File: src/rtl/clk_tick_gen.sv
// clk_tick_gen: multi-channel programmable clock divider
// with run / single-step / halt control and debounced step button.
module clk_tick_gen #(
  parameter int NUM_CH     = 5,
  parameter int CNT_W      = 32,
  parameter int DEB_CYCLES = 4
) (
  input  logic                    clk,
  input  logic                    rst,
  input  logic [NUM_CH*CNT_W-1:0] div_val,
  input  logic [NUM_CH-1:0]       ch_en,
  input  logic [1:0]              mode,
  input  logic                    step_btn,
  output logic [NUM_CH-1:0]       tick,
  output logic [NUM_CH-1:0]       div_clk,
  output logic                    step_busy,
  output logic                    running
);

  localparam int DW = $clog2(DEB_CYCLES + 1);
  localparam logic [DW-1:0] DEB_MAX = DW'(DEB_CYCLES);
  localparam logic [DW-1:0] DEB_TH  = DW'(DEB_CYCLES - 1);

  typedef enum logic [1:0] {
    S_HALT,
    S_RUN,
    S_WAIT,
    S_STEP
  } state_t;

  state_t state_q;
  state_t state_d;

  logic [CNT_W-1:0]  cnt_q  [NUM_CH];
  logic [CNT_W-1:0]  term   [NUM_CH];
  logic [NUM_CH-1:0] wrap;
  logic [NUM_CH-1:0] tick_q;
  logic [NUM_CH-1:0] dclk_q;
  logic              adv;

  logic [DW-1:0] deb_cnt_q;
  logic          deb_lvl_q;
  logic          deb_lvl_d1_q;
  logic          press;

  logic mode_run;
  logic mode_step;
  logic mode_halt;

  assign mode_run  = (mode == 2'b00);
  assign mode_step = (mode == 2'b01);
  assign mode_halt = mode[1];

  // A press is the first cycle the debounced level is seen high.
  assign press = deb_lvl_q & ~deb_lvl_d1_q;

  // Counters only move in RUN or STEPPING, and never in a cycle
  // where the mode is pulling the FSM out of that state.
  assign adv = ((state_q == S_RUN) && mode_run) ||
               ((state_q == S_STEP) && !mode_halt);

  // Terminal count per channel; a zero divisor behaves as one.
  always_comb begin
    for (int i = 0; i < NUM_CH; i++) begin
      term[i] = '0;
      if (div_val[i*CNT_W +: CNT_W] != '0)
        term[i] = div_val[i*CNT_W +: CNT_W] - 1'b1;
      wrap[i] = (cnt_q[i] >= term[i]);
    end
  end

  // Divider counters, registered tick strobes and square outputs.
  always_ff @(posedge clk) begin
    if (rst) begin
      for (int i = 0; i < NUM_CH; i++)
        cnt_q[i] <= '0;
      tick_q <= '0;
      dclk_q <= '0;
    end else begin
      for (int i = 0; i < NUM_CH; i++) begin
        tick_q[i] <= 1'b0;
        if (adv && ch_en[i]) begin
          if (wrap[i]) begin
            cnt_q[i]  <= '0;
            tick_q[i] <= 1'b1;
            dclk_q[i] <= ~dclk_q[i];
          end else begin
            cnt_q[i] <= cnt_q[i] + 1'b1;
          end
        end
      end
    end
  end

  // Step button debounce: saturating high-run counter plus edge detect.
  always_ff @(posedge clk) begin
    if (rst) begin
      deb_cnt_q    <= '0;
      deb_lvl_q    <= 1'b0;
      deb_lvl_d1_q <= 1'b0;
    end else begin
      deb_lvl_d1_q <= deb_lvl_q;
      if (step_btn) begin
        if (deb_cnt_q != DEB_MAX)
          deb_cnt_q <= deb_cnt_q + 1'b1;
        if (deb_cnt_q >= DEB_TH)
          deb_lvl_q <= 1'b1;
      end else begin
        deb_cnt_q <= '0;
        deb_lvl_q <= 1'b0;
      end
    end
  end

  // Control FSM state register.
  always_ff @(posedge clk) begin
    if (rst)
      state_q <= S_HALT;
    else
      state_q <= state_d;
  end

  // Control FSM next-state; a step ends on the channel-0 wrap.
  always_comb begin
    state_d = state_q;
    unique case (state_q)
      S_HALT: begin
        unique case (1'b1)
          mode_run:  state_d = S_RUN;
          mode_step: state_d = S_WAIT;
          default:   state_d = S_HALT;
        endcase
      end
      S_RUN: begin
        unique case (1'b1)
          mode_halt: state_d = S_HALT;
          mode_step: state_d = S_WAIT;
          default:   state_d = S_RUN;
        endcase
      end
      S_WAIT: begin
        unique case (1'b1)
          mode_run:  state_d = S_RUN;
          mode_halt: state_d = S_HALT;
          default:   state_d = press ? S_STEP : S_WAIT;
        endcase
      end
      S_STEP: begin
        if (mode_halt)
          state_d = S_HALT;
        else if (ch_en[0] && wrap[0])
          state_d = mode_run ? S_RUN : S_WAIT;
      end
      default: state_d = S_HALT;
    endcase
  end

  assign tick      = tick_q;
  assign div_clk   = dclk_q;
  assign step_busy = (state_q == S_STEP);
  assign running   = (state_q == S_RUN) || (state_q == S_STEP);

endmodule

File: config.mk
export PLATFORM = sky130hd
export DESIGN_NAME = clk_tick_gen
export DESIGN_NICKNAME = d
export VERILOG_FILES = /design/src/rtl/clk_tick_gen.sv
export SDC_FILE = /design/constraint.sdc
export NUM_CORES = 1
export LEC_CHECK = 0
export ABC_AREA = 1
export BUFFER_PORTS_ARGS = -buffer_cell sky130_fd_sc_hd__buf_2
export CORE_ASPECT_RATIO = 0.75
export CORE_MARGIN = 4
export CORE_UTILIZATION = 55
export CTS_BUF_LIST = sky130_fd_sc_hd__clkbuf_8 sky130_fd_sc_hd__clkbuf_16
export CTS_CLUSTER_DIAMETER = 120
export DETAILED_ROUTE_END_ITERATION = 16
export GPL_TIMING_DRIVEN = 0
export PLACE_DENSITY = 0.88
export SYNTH_ARGS = -nofsm -noshare
export SYNTH_HDL_FRONTEND = slang
export SYNTH_SLANG_ARGS = --single-unit
File: constraint.sdc
create_clock -name clk -period 3.7 [get_ports clk]
set_input_delay 0.74 -clock clk [delete_from_list [all_inputs] [get_ports clk]]
set_output_delay 0.74 -clock clk [all_outputs]
set_load 0.02 [all_outputs]
Word level (Yosys, flattened, before mapping)
Memories as Yosys holds them, arrays and structs flattened.
Cells that the tools add are included.

word-level totals
  register bits = 17
  RAM bits = 160
  memories = 1

cells by class
  $add $sub $neg = 11
  magnitude comparators = 6
  equal/unequal tests = 6
  muxes and demuxes = 65
  bitwise operators = 18
  reductions and logical operators = 24

memories
  name   words  width  rd ports  clocked after Yosys merged registers in  write ports  line  text
  cnt_q  5      32     5         0                                        5            34    logic [CNT_W-1:0] cnt_q [NUM_CH];

operator list
  cell                     number
  $mux W32                 15
  $add A32 B1 Y32 const B  5
  $ge A32 B32 Y1           5
  $reduce_bool A32 Y1      5
  $sub A32 B1 Y32 const B  5
  $mux W1                  43
  $pmux W2 S2              3
  $or A1 B1 Y1             10
  $reduce_and A2 Y1        5
  $logic_and A1 B1 Y1      8
  $pmux W2 S4              1
  $not A1 Y1               7
  $mux W2                  3
  $eq A2 B1 Y1 const B     2
  $eq A2 B2 Y1 const B     2
  $logic_not A2 Y1         2
  $add A3 B1 Y3 const B    1
  $ge A3 B2 Y1 const B     1
  $ne A3 B2 Y1 const B     1
  $ne A3 B3 Y1 const B     1
  $logic_or A1 B1 Y1       2
  $reduce_or A2 Y1         1
  $and A1 B1 Y1            1
  $logic_not A1 Y1         1

Logic depth before layout (Yosys ltp)
  depth after elaboration = 9
  depth in mapped cells = 24

Least setup slack after synthesis
No wires, ideal clock.

  kind = in2reg
  start = input div_val[0]
  end = memory cnt_q[0][10] (data pin)
  data arrival time = 3.405 ns
  path slack = 0.025 ns
  cell stages on the path = 20
  cells stage by stage = inv_1 -> ha_1 -> inv_1 -> nor2_1 -> inv_1 -> nor2_1 -> nand2_1 -> nor2_1 -> nand2_1 -> nor3_1 -> o211ai_1 -> ha_1 -> nand2_1 -> nor2_1 -> nand4_1 -> nor4_1 -> nand2_1 -> nand4_1 -> clkbuf_1 -> nor3_1

RTL lines
  item                line  text
  start: declaration  10    input logic [NUM_CH*CNT_W-1:0] div_val,
  end: declaration    34

==> summary.md <==
| Metric | Value |
|---|---|
| Synthesized area | `18300 um2` |
| Top FF cell, synth | `edfxtp_1` |
| Worst Hold Class | `register to register` |
| Top cells by area, synth | `edfxtp_1 26%, ha_1 12%, nand2_1 9.6%` |
| Clock insertion delay at the later pin of the skew report | `0.44 ns` |
| Synth Area in Compound Gates | `0.0795` |
| Max VDD drop | `0.309 mV` |
| Slew margin rel. | `0.148` |
| Final core occ | `0.676` |
| DRT Wirelength | `53800 um` |
| Synthesized area per cell | `7.14 um2` |
| Hold wc startpoint | `deb_lvl_q` |
| IO buf count | `181` |
| Initial drt markers | `2129` |
| Vias in the first global route | `17300` |
| Final Cycle Share | `1.01` |
| Worst-path maximum fanout | `8` |
| CTS clk-pin slew, worst paths | `0.07 ns` |
| WP data required | `3.88 ns` |
| Routability cong. | `0.952` |
| Synth Instances | `2559` |
| Most frequent cells in the layout | `446 x nand2_1, 344 x nor2_1, 320 x inv_1, 181 x buf_2, 170 x ha_1` |
| CTS buffer count | `17` |
| Type of origin of the critical path | `input port` |
| P&R area growth vs syn | `20.7%` |
| Critical path arrival | `3.93 ns` |
| Synth area leader | `edfxtp_1` |
| Largest family of logic cells by synthesized area | `simple AND/OR/NAND/NOR gates` |
| Worst Tran Pin Value | `1.27 ns` |
| Total power | `5.31 mW` |
| Largest stage delay, worst path | `0.30 ns` |
| I/O pin count | `182` |
| Layout Cells excl Fill | `3288` |
| CTS tree | `built` |
| CTS H-tree depth | `4` |
| Die Span Y | `166 um` |
| Share of cells above drive strength 1 | `0.216` |
| Pre-antenna DRT Iters | `8` |
| Post-synth EDFFs | `160` |
| Synth Area in XOR/XNOR | `0.0638` |
| P per Cell Area | `241 nW/um2` |
| Sink Count | `177` |
| DP HPWL | `39500 um` |
| Post-place instance area | `19700 um2` |
| Register area share after synthesis | `0.282` |
| FF-to-FF Start | `cnt_q[0][3]` |
| Outcome | `finished with violations` |
| Layout Skew | `0.0106 ns` |
| Critical Path Most Common Cell | `nor2_4` |
| Wire per inst | `16.4 um` |
| Routed Antenna Nets | `0` |
| Placed cells | `3182` |
| Max Slew Vio Count | `0` |
| Fin area | `22000 um2` |
| Fmax | `0.267 GHz` |
| First-pass GRT wire length | `82100 um` |
| Flops & latches, synth | `177` |
| Setup crit end kind | `register` |
| Syn_nets | `2906` |
| Total track usage | `0.268` |
| Netlist cell types | `52` |
| Vias | `19100` |
| DR DRC count | `0` |
| CP Cell Sequence | `buf_8 > nor2_4 > nand2_2 > nor2_4 > nand3_4 > nor2_4 > nand2_4 > nor2_4 > nand2_4 > nor2_4 > nand2_2 > nor2_2 > xor2_1 > nand2_1 > ha_4 > nand2_4 > nor2_4 > nand2_2 > nor4_4 > nand4_1 > nand4_1 > buf_6 > clkbuf_16 > nor2_2` |
| Pin count of the biggest net entering global routing | `33` |
| Unrepaired setup endpoints after global routing | `true` |
| Hold_ws | `0.462 ns` |
| Max Cap Violations | `0` |
| Antenna violations before repair | `1` |
| Synth top area share | `0.263` |
| Synth Area in Adders | `0.121` |
| Die area | `36200 um2` |
| Die width | `218 um` |
| Leading cell type in the layout, fill and taps excluded | `nand2_1` |
| YS warnings | `0` |
| Post-Synth Simple-Gate Area | `0.378` |
| WS Path Type | `input port to register` |
| Gr ovfl total | `0` |
| # rows | `57` |
| Via density | `5.82` |
| Asr flop ratio synth | `0` |
| Starting Density | `0.560` |
| Final hold violations | `0` |
| Fin nets | `3179` |
| Final Setup Violations | `21` |
| Core area | `32600 um2` |
| Critical path origin | `div_val[134]` |
| Mux contribution to synthesized area | `0` |
| Fin crit period | `3.75 ns` |
| Crit-path slowest cell | `ha_4` |
| Final worst slack | `-0.0483 ns` |
| Failing checks | `negative setup slack` |
| P_leak | `9.89 nW` |
| Longest Clk Path Bufs | `2` |
| Root buf cell | `clkbuf_16` |
## cell families after synthesis
family / after synthesis
compound gates: 260
xor+xnor: 133
fa+ha+maj: 177
buf+inv: 366
flops: 177
simple gates: 1446
## critical path: cells and delay by family
| family | cells | cell delay, ns |
|---|---|---|
| xor+xnor | 1 | 0.15 |
| fa+ha+maj | 1 | 0.30 |
| buf+inv | 3 | 0.45 |
| simple gates | 19 | 2.25 |
## flip-flops by register name, summed over array words and instances (netlist names)
name and cells:
cnt_q 160, div_clk 5, tick 5, deb_cnt_q 3, state_q 2, deb_lvl_d1_q 1
deb_lvl_q 1
## through the flow
stage | setup WS, ns | TNS [ns]
after CTS | 0.00270 | 0
after detailed placement | -1.10 | -124.67
final | -0.0483 | -0.584
after global placement | -0.989 | -107.66
after floorplan | 0.0247 | 0
after global routing | -0.174 | -8.90
## worst paths after layout
check	depth (start not counted)	end	slack (ns)
worst min register to register	2	deb_lvl_d1_q	0.46
worst max register to register	11	cnt_q[0][11]	1.20
worst max-delay path	24	cnt_q[4][5]	-0.05
worst min-delay path	2	deb_lvl_d1_q	0.46
## cell usage after synthesis, types with 2 or more instances
cell and instances:
nor3b_1 20, edfxtp_1 160, nor3_4 6, a21boi_0 9
nor2_4 17, and3_1 5, a21oi_1 126, nand2_1 466
nor3_1 111, nor2_2 35, clkbuf_1 22, or2_0 6
a31oi_1 4, nand4_2 4, nand3b_4 2, nand3b_1 12
nor3_2 10, nor3b_2 4, nand4_1 75, inv_1 325
nor4_1 28, dfxtp_1 17, buf_2 7, o21a_1 7
or4_1 2, xor2_1 90, nand3_2 8, or2_1 2
o211ai_1 16, xnor2_1 43, o21ai_0 73, ha_1 177
o21bai_1 5, or2_2 52, o21ai_1 2, nor2_1 395
a211oi_1 2, a21o_1 9, inv_2 11, nand2_2 15
o221ai_1 3, nand3_1 166
## where the power goes
part	internal, mW	switching (mW)	leakage [nW]	total, mW
sequential	2.25	0.113	1.79	2.36
clock	1.08	0.845	0.297	1.92
combinational	0.398	0.627	7.80	1.03
total	3.73	1.59	9.89	5.31
## timing repair
item	in CTS	in global routing
resized for setup	74	206
setup endpoints to repair	159	167
buffers inserted	20	48
pin swaps	19	83
hold buffers	0	0
cloned	0	5
## routing by layer
layer  global-route usage  vias to the layer above  part of all wire  wire (um)
met5                    0                        -                 0          0
met4               0.0687                        0             0.021       1150
met3               0.0371                      125             0.091       4920
met2                0.430                     1027              0.46      24800
met1                0.383                     8822              0.43      22900
li1                     -                     9148                 -          -
## final cells by class
type / instances / area (um2)
inverter: 336 / 1270
fill: 2568 / 10600
sequential: 177 / 5140
clock inverter: 15 / 186
clock buffer: 17 / 425
tap: 442 / 553
timing repair buffer: 255 / 1630
buffer: 29 / 275
multi-input combinational: 2016 / 12600
antenna: 1 / 2.50
No activity file was read; power rests on OpenSTA's default activity.
